[config.mk]
export PLATFORM = sky130hd
export DESIGN_NAME = gp_writeback_arbiter
export DESIGN_NICKNAME = d
export VERILOG_FILES = /design/src/rtl/gp_writeback_arbiter.sv
export SDC_FILE = /design/constraint.sdc
export NUM_CORES = 1
export LEC_CHECK = 0
export CELL_PAD_IN_SITES_DETAIL_PLACEMENT = 1
export CELL_PAD_IN_SITES_GLOBAL_PLACEMENT = 2
export CORE_ASPECT_RATIO = 0.8
export CORE_MARGIN = 2
export CORE_UTILIZATION = 27
export DETAILED_ROUTE_END_ITERATION = 8
export HOLD_SLACK_MARGIN = 0.08
export PLACE_DENSITY_LB_ADDON = 0.2
export SYNTH_ARGS = -nofsm -noshare
export SYNTH_HDL_FRONTEND = slang
export SYNTH_SLANG_ARGS = --single-unit
[constraint.sdc]
create_clock -name clk -period 2.6 [get_ports clk]
set_clock_uncertainty 0.15 [all_clocks]
set_input_delay 0.39 -clock clk [delete_from_list [all_inputs] [get_ports clk]]
set_output_delay 0.39 -clock clk [all_outputs]
set_load 0.05 [all_outputs]
[src/rtl/gp_writeback_arbiter.sv]
// Writeback arbiter for the GP register file write port: ALU results vs. load
// returns, with anti-starvation for the ALU and a pending-load scoreboard.
module gp_writeback_arbiter #(
  parameter int STARVE_LIMIT = 4
) (
  input  logic        clk,
  input  logic        reset,
  input  logic        alu_valid,
  input  logic [4:0]  alu_idx,
  input  logic [31:0] alu_data,
  output logic        alu_ready,
  input  logic        mem_valid,
  input  logic [4:0]  mem_idx,
  input  logic [31:0] mem_data,
  output logic        mem_ready,
  input  logic        issue_valid,
  input  logic [4:0]  issue_idx,
  input  logic [4:0]  query_idx_1,
  input  logic [4:0]  query_idx_2,
  output logic        busy_1,
  output logic        busy_2,
  output logic        rf_write_enable,
  output logic [4:0]  rf_write_idx,
  output logic [31:0] rf_write_data,
  output logic        protocol_error
);

  localparam logic [3:0] LIMIT = 4'(STARVE_LIMIT);

  logic [3:0]  starve_cnt;
  logic [31:0] pending;
  logic [31:0] pending_nxt;
  logic [31:0] set_vec;
  logic [31:0] clr_vec;
  logic        alu_grant;
  logic        mem_grant;
  logic        issue_live;
  logic        issue_err;

  always_comb begin
    alu_grant = 1'b0;
    mem_grant = 1'b0;
    if (alu_valid && mem_valid) begin
      if (starve_cnt == LIMIT) alu_grant = 1'b1;
      else                     mem_grant = 1'b1;
    end else begin
      alu_grant = alu_valid;
      mem_grant = mem_valid;
    end
  end

  assign alu_ready = alu_grant;
  assign mem_ready = mem_grant;

  always_ff @(posedge clk or posedge reset) begin
    if (reset) begin
      starve_cnt <= 4'd0;
    end else if (!alu_valid || alu_grant) begin
      starve_cnt <= 4'd0;
    end else if (starve_cnt != LIMIT) begin
      starve_cnt <= starve_cnt + 4'd1;
    end
  end

  // Index 0 still completes its handshake but never reaches the register file.
  always_ff @(posedge clk or posedge reset) begin
    if (reset) begin
      rf_write_enable <= 1'b0;
      rf_write_idx    <= 5'd0;
      rf_write_data   <= 32'd0;
    end else if (alu_grant) begin
      rf_write_enable <= (alu_idx != 5'd0);
      rf_write_idx    <= alu_idx;
      rf_write_data   <= alu_data;
    end else if (mem_grant) begin
      rf_write_enable <= (mem_idx != 5'd0);
      rf_write_idx    <= mem_idx;
      rf_write_data   <= mem_data;
    end else begin
      rf_write_enable <= 1'b0;
    end
  end

  assign issue_live = issue_valid && (issue_idx != 5'd0);

  // Set wins over a same-cycle clear: the newly issued load is the one outstanding.
  always_comb begin
    set_vec = 32'd0;
    clr_vec = 32'd0;
    if (issue_live) set_vec[issue_idx] = 1'b1;
    if (mem_grant)  clr_vec[mem_idx]   = 1'b1;
    pending_nxt = ((pending & ~clr_vec) | set_vec) & 32'hFFFF_FFFE;
    issue_err   = issue_live && pending[issue_idx] && !clr_vec[issue_idx];
  end

  always_ff @(posedge clk or posedge reset) begin
    if (reset) begin
      pending        <= 32'd0;
      protocol_error <= 1'b0;
    end else begin
      pending <= pending_nxt;
      if (issue_err) protocol_error <= 1'b1;
    end
  end

  assign busy_1 = pending[query_idx_1];
  assign busy_2 = pending[query_idx_2];

endmodule

==> impl_metrics.py, run 1 <==
metrics = {
    "run_status": {
        "status": "complete, no violations",
    },
    "timing": {
        "rsz0062_at_grt": "false",
        "worst_slack_ps": 50.9,
        "fin_crit_sh_pct": 98.0,
        "fin_crit_ps": 2550,
        "fmax_mhz": 392,
        "slew_violations": 0,
        "tightest_slew_ps": 556,
        "finalSetupViolCount": 0,
        "finalHoldViolations": 0,
        "hold_slack_ps": 147,
        "slew_headroom_pct": 62.8,
    },
    "placement": {
        "hpwl_mm": 11.7,
        "place_ws_ps": -324,
        "routabilityCongestion": 0.916,
        "io_buffers": 136,
        "dp.cells": 738,
    },
    "critical_path": {
        "crit_arrival_ps": 2010,
        "rr_worst_depth": 8,
        "setup.worst_path.start_class": "flip-flop",
        "required_ps": 2060,
        "critPathSlowestCell": "mux4_2",
        "critical_path.cell_chain": "mux4_2, mux2_4, a211oi_2, nor2_1, buf_6",
        "worstPathMaxFanout": 4,
        "path_class": "reg -> out",
        "cpPeakStageDelay_ps": 490,
        "crit_path_end_kind": "output pin",
    },
    "cells_and_area": {
        "synthToLayoutAreaGrowth_pct": 48.5,
        "antenna_cells": 0,
        "post-route-util_pct": 40.6,
        "fin_nets": 660,
        "drive_gt1_share_pct": 12.5,
        "multi_input_area_mm2": 0.00204,
        "fill_cells": 1680,
        "final_cells": 758,
        "area.sequential_mm2": 0.00186,
    },
    "die": {
        "die_area_mm2": 0.0161,
        "initial_core_util_pct": 27.4,
        "fp.dieW_um": 141,
        "die_y_um": 114,
        "core_area_mm2": 0.0149,
        "io_pins": 137,
        "fp-row-count": 40,
    },
    "routing": {
        "num_vias": 3949,
        "firstDrtPassIters": 4,
        "drc": 0,
        "drt-initial-drc-count": 284,
        "wirelength_mm": 15.6,
        "routed_via_density": 5.21,
        "wl_per_cell_um": 20.5,
        "drtAntennaViolNets": 0,
    },
    "logic_synthesis": {
        "synthDistinctLibCells": 38,
        "synth_edf_count": 0,
        "syn_nets": 519,
        "synth_fa_ha_area_share_pct": 0.613,
        "synth-xor-area-share_pct": 1.50,
        "yosysMostFrequentCell": "dfrtp_1",
        "synthMuxAreaShare_pct": 15.7,
        "synthTopCellsByCount": "dfrtp_1, nor2_1, o21ai_0",
        "ys_ff_latch": 74,
        "synth_top_family_by_area": "compound AO/OA/AOI/OAI gates",
        "synth_compound_area_share_pct": 17.3,
        "synth.avg_cell_area_um2": 9.65,
        "synth-simple-area-share_pct": 14.9,
        "yosys_warnings": 0,
        "ys_top_cells_by_area": "dfrtp_1, mux4_1, o21ai_0, nor2_1, o22ai_1",
        "synth_area_mm2": 0.00408,
        "synth_top_area_share_pct": 45.4,
        "async_flop_share_pct": 100,
        "synth_top_area_cell": "dfrtp_1",
        "synth_flop_cell": "dfrtp_1",
        "syn_inst": 423,
        "ys_seq_area_share_pct": 45.4,
    },
    "pwr": {
        "power.density_mw_per_mm2": 682,
        "ir_drop_mv": 0.328,
        "leakagePower_uw": 0.00246,
    },
    "grt": {
        "grt_max_degree": 65,
        "track_usage_pct": 19.4,
        "grt_pass1_wl_mm": 23.8,
        "antenna_found_initial": 0,
        "grt.overflow.total": 0,
        "grt_pass1_vias": 3956,
    },
    "cts": {
        "cts_max_path_buffers": 2,
        "clk_latency_ps": 340,
        "cts_root_buffer": "clkbuf_16",
        "cts_num_sinks": 74,
        "cts.clk_slew.worst_paths_ps": 60,
        "htreeDepth": 3,
        "cts_tree": "built",
        "numCtsBuffers": 9,
    },
    "hold_path": {
        "hp-class": "in -> async",
    },
    "job": {
        "drv_cap": 0,
    },
}
==> routing by layer <==
metal	global-route usage, %	up-vias	share of wire [%]
li1	-	1833	-
met4	5.60	0	1.4
met2	28.8	121	45
met1	28.3	1979	48
met3	4.58	16	5.3
met5	0	-	0
==> flip-flops by register name, summed over array words and instances, names as in the netlist <==
| signal | flops |
|---|---|
| rf_write_data | 32 |
| rf_write_idx | 5 |
| rf_write_enable | 1 |
| pending | 31 |
| protocol_error | 1 |
| starve_cnt | 4 |
==> path summary, 6_finish.rpt <==
| path | from | to | slack [ps] |
|---|---|---|---|
| worst max-delay path | pending[7]$_DFF_PP0_ | busy_1 | 50 |
| worst min-delay path | reset | rf_write_idx[2]$_DFFE_PP0P_ | 150 |
| worst max register to register | starve_cnt[0]$_DFFE_PP0P_ | pending[9]$_DFF_PP0_ | 450 |
| worst min register to register | starve_cnt[0]$_DFFE_PP0P_ | starve_cnt[0]$_DFFE_PP0P_ | 330 |
| max in group asynchronous | reset | pending[7]$_DFF_PP0_ | 1470 |
| min in group clk | starve_cnt[0]$_DFFE_PP0P_ | starve_cnt[0]$_DFFE_PP0P_ | 330 |
==> through the flow <==
step	setup TNS (ps)	power [uW]	area, um2
floorplan	0	2180	4080
global placement	-553	2710	5700
detailed placement	-628	2730	5700
CTS	0	4150	6060
global route	0	4320	6060
finish	0	4130	6060
==> area by class of cell <==
| cell class | count | share of cell area [%] |
|---|---|---|
| clock buffers | 10 | 3.94 |
| clock inverters | 6 | 1.47 |
| inverters | 13 | 0.867 |
| multi-input cells | 307 | 33.6 |
| flip-flops and latches | 74 | 30.6 |
| well taps | 189 | 3.90 |
| repair buffers | 159 | 25.6 |
==> worst max-delay path: cells and delay by family (launching register included) <==
| family | cells | cell delay, ps |
|---|---|---|
| buf+inv | 1 | 150 |
| simple gates | 1 | 90 |
| compound gates | 1 | 190 |
| flops | 1 | 450 |
| mux | 2 | 780 |
==> logic make-up (layout without fill, tap and decap cells) <==
family                     count (synthesis)  after routing
AOI/OAI and AO/OA                        123            123
buffers and inverters                     42            188
xor gates and xnor gates                   7              7
adders and majority gates                  2              2
DFF                                       74             74
and+or+nand+nor                          135            135
muxes                                     40             40
==> where the power goes <==
group / switching [uW] / leakage, uW / total, uW / internal [uW]
Clock: 513 / 0.000155 / 1380 / 868
Combinational: 660 / 0.00143 / 1200 / 541
Sequential: 218 / 0.000877 / 1550 / 1330
Total: 1390 / 0.00246 / 4130 / 2740
==> placed cells by master (no fill, tap or decap), drive strengths merged, types with 2 or more instances in the layout <==
cell type,synthesis,layout
a211oi,2,2
a21oi,4,4
a221oi,2,2
a31oi,13,13
buf,17,28
bufinv,0,2
clkbuf,12,10
clkdlybuf4s50,0,128
clkinvlp,0,3
dfrtp,74,74
dlygate4sd2,0,3
ha,2,2
inv,12,13
mux2,9,9
mux2i,17,17
mux4,14,14
nand2,29,29
nand3,8,8
nand3b,8,8
nor2,70,70
nor3,7,7
o211ai,2,2
o21ai,64,64
o221ai,2,2
o22ai,31,31
or3,3,3
or3b,5,5
xor2,6,6
==> repair_timing <==
| item | in CTS | in global routing |
|---|---|---|
| setup buffers | 3 | 1 |
| cloned | 0 | 0 |
| pin swaps | 2 | 2 |
| resized for setup | 17 | 10 |
| endpoints found under the setup margin | 3 | 4 |
| hold buffers | 0 | 0 |
Power figures use the tool's default switching activity.
==> run 2, diff against run 1 <==
--- a/config.mk
+++ b/config.mk
@@ -8,7 +8,6 @@
 export CELL_PAD_IN_SITES_DETAIL_PLACEMENT = 1
 export CELL_PAD_IN_SITES_GLOBAL_PLACEMENT = 2
 export CORE_ASPECT_RATIO = 0.8
-export CORE_MARGIN = 2
 export CORE_UTILIZATION = 27
 export DETAILED_ROUTE_END_ITERATION = 8
 export HOLD_SLACK_MARGIN = 0.08
==> impl_metrics.py, run 2 (same netlist as run 1, synthesis figures left out) <==
metrics = {
    "run_status": {
        "status": "complete, no violations",
    },
    "critical_path": {
        "setup.worst_path.start_class": "flip-flop",
        "rr_worst_depth": 8,
        "cp.buffers_inverters": 1,
        "worstPathMaxFanout": 4,
        "crit_arrival_ps": 2030,
        "critPathSlowestCell": "mux4_2",
        "r2r_slack_ps": 310,
        "r2r_start": "starve_cnt[0]$_DFFE_PP0P_",
        "cpPeakStageDelay_ps": 480,
        "path_class": "reg -> out",
        "crit_family": "multiplexers",
        "critical_path.cell_chain": "mux4_2, mux2_2, a211oi_2, nor2_1, buf_6",
        "crit_path_end_kind": "output pin",
        "r2r_end": "pending[18]$_DFF_PP0_",
        "required_ps": 2060,
        "cp-startpoint": "pending[7]$_DFF_PP0_",
    },
    "routing": {
        "num_vias": 3985,
        "firstDrtPassIters": 4,
        "wirelength_mm": 15.7,
        "drt-initial-drc-count": 185,
        "routed_via_density": 5.24,
        "drtAntennaViolNets": 0,
        "wl_per_cell_um": 20.7,
        "drc": 0,
    },
    "cts": {
        "cts_max_path_buffers": 2,
        "cts_root_buffer": "clkbuf_16",
        "htreeDepth": 3,
        "cts.clk_slew.worst_paths_ps": 60,
        "cts_tree": "built",
        "clk_latency_ps": 350,
        "cts_num_sinks": 74,
        "numCtsBuffers": 9,
    },
    "grt": {
        "antenna_found_initial": 0,
        "use_met3_pct": 4.13,
        "gr-usage-met2_pct": 32.3,
        "grt_pass1_wl_mm": 24.7,
        "grt_pass1_vias": 4224,
        "grt.met1_usage_pct": 29.4,
        "grt.overflow.total": 0,
        "track_usage_pct": 21.0,
        "busiest_layer": "met2",
        "grt_max_degree": 41,
    },
    "placement": {
        "routabilityCongestion": 0.789,
        "io_buffers": 136,
        "hpwl_mm": 11.8,
        "place_ws_ps": -363,
    },
    "cells_and_area": {
        "final_cell_mix": "clkdlybuf4s50_1, dfrtp_1, nor2_1",
        "fill_cells": 1649,
        "antenna_cells": 0,
        "synthToLayoutAreaGrowth_pct": 48.7,
        "drive_gt1_share_pct": 13.0,
        "top_regs": "rf_write_data (32), pending (31), rf_write_idx (5)",
        "largest_reg_flops": 32,
        "top_register": "rf_write_data",
        "fin_nets": 667,
        "final_common_cell": "clkdlybuf4s50_1",
    },
    "timing": {
        "rsz0062_at_grt": "true",
        "finalHoldViolations": 0,
        "fin_crit_sh_pct": 98.7,
        "fin_crit_ps": 2570,
        "finalSetupViolCount": 0,
        "slew_violations": 0,
        "worst_slack_ps": 32.5,
        "slew_headroom_pct": 62.6,
        "tightest_slew_ps": 559,
        "fmax_mhz": 389,
    },
    "pwr": {
        "leakagePower_uw": 0.00247,
        "ir_drop_mv": 0.308,
        "finalPower_uw": 3980,
        "power.density_mw_per_mm2": 655,
    },
    "hold_path": {
        "hp-class": "in -> async",
    },
    "die": {
        "fp-row-count": 39,
        "initial_core_util_pct": 28.1,
        "io_pins": 137,
        "die_area_mm2": 0.0156,
        "core_area_mm2": 0.0145,
        "fp.dieW_um": 139,
        "die_y_um": 112,
    },
    "job": {
        "drv_cap": 0,
    },
}
-- run 2: cell count changes in the layout (fill, tap and decap cells not counted), sizes merged --
cell      change
buf           +7
clkbuf        +3
bufinv        -2
clkinv        -1
clkinvlp      +1
inv           -1
-- run 2: cell type report --
| type | instances | area, um2 | share of cell area (%) |
|---|---|---|---|
| tap | 184 | 230 | 3.79 |
| clock buffer | 13 | 270 | 4.45 |
| clock inverter | 3 | 22.5 | 0.371 |
| timing repair buffer | 166 | 1610 | 26.5 |
| sequential | 74 | 1850 | 30.5 |
| inverter | 13 | 52.6 | 0.866 |
| multi-input combinational | 307 | 2030 | 33.5 |
-- run 2: where the power goes --
part	internal, uW	leakage [uW]	switching [uW]	total [uW]
combinational	552	0.00146	657	1210
clock	725	0.000134	503	1230
sequential	1330	0.000880	207	1540
total	2610	0.00247	1370	3980
-- run 2: layer usage --
metal | vias to the layer above | share of wire, % | routed length (um)
li1 | 1841 | - | -
met1 | 2008 | 47 | 7440
met2 | 120 | 45 | 7120
met3 | 16 | 5.8 | 910
met4 | 0 | 1.6 | 252
met5 | - | 0 | 0
-- run 2: how the worst max path moves through the flow --
stage	cells after the start	endpoint
after floorplan	1	pending[10]$_DFF_PP0_
after detailed placement	7	busy_2
after global routing	6	busy_1
after global placement	7	busy_2
final	5	busy_2
after CTS	6	mem_ready
-- run 2: through the flow --
stage	instances	util [%]	setup TNS, ps	hold WS (ps)	area, um2
2_1_floorplan	423	-	0	305	4080
3_3_place_gp	736	39.3	-583	322	5710
3_5_place_dp	736	39.3	-637	353	5710
4_1_cts	756	41.5	0	215	6030
5_1_grt	760	41.7	-22.2	240	6070
6_report	760	41.7	0	211	6070
-- run 2: what timing repair did --
action,CTS,global route
setup buffers,4,4
resized for setup,19,6
hold buffers,0,0
setup endpoints to repair,2,4
hold endpoints to repair,0,0
pin swaps,2,3
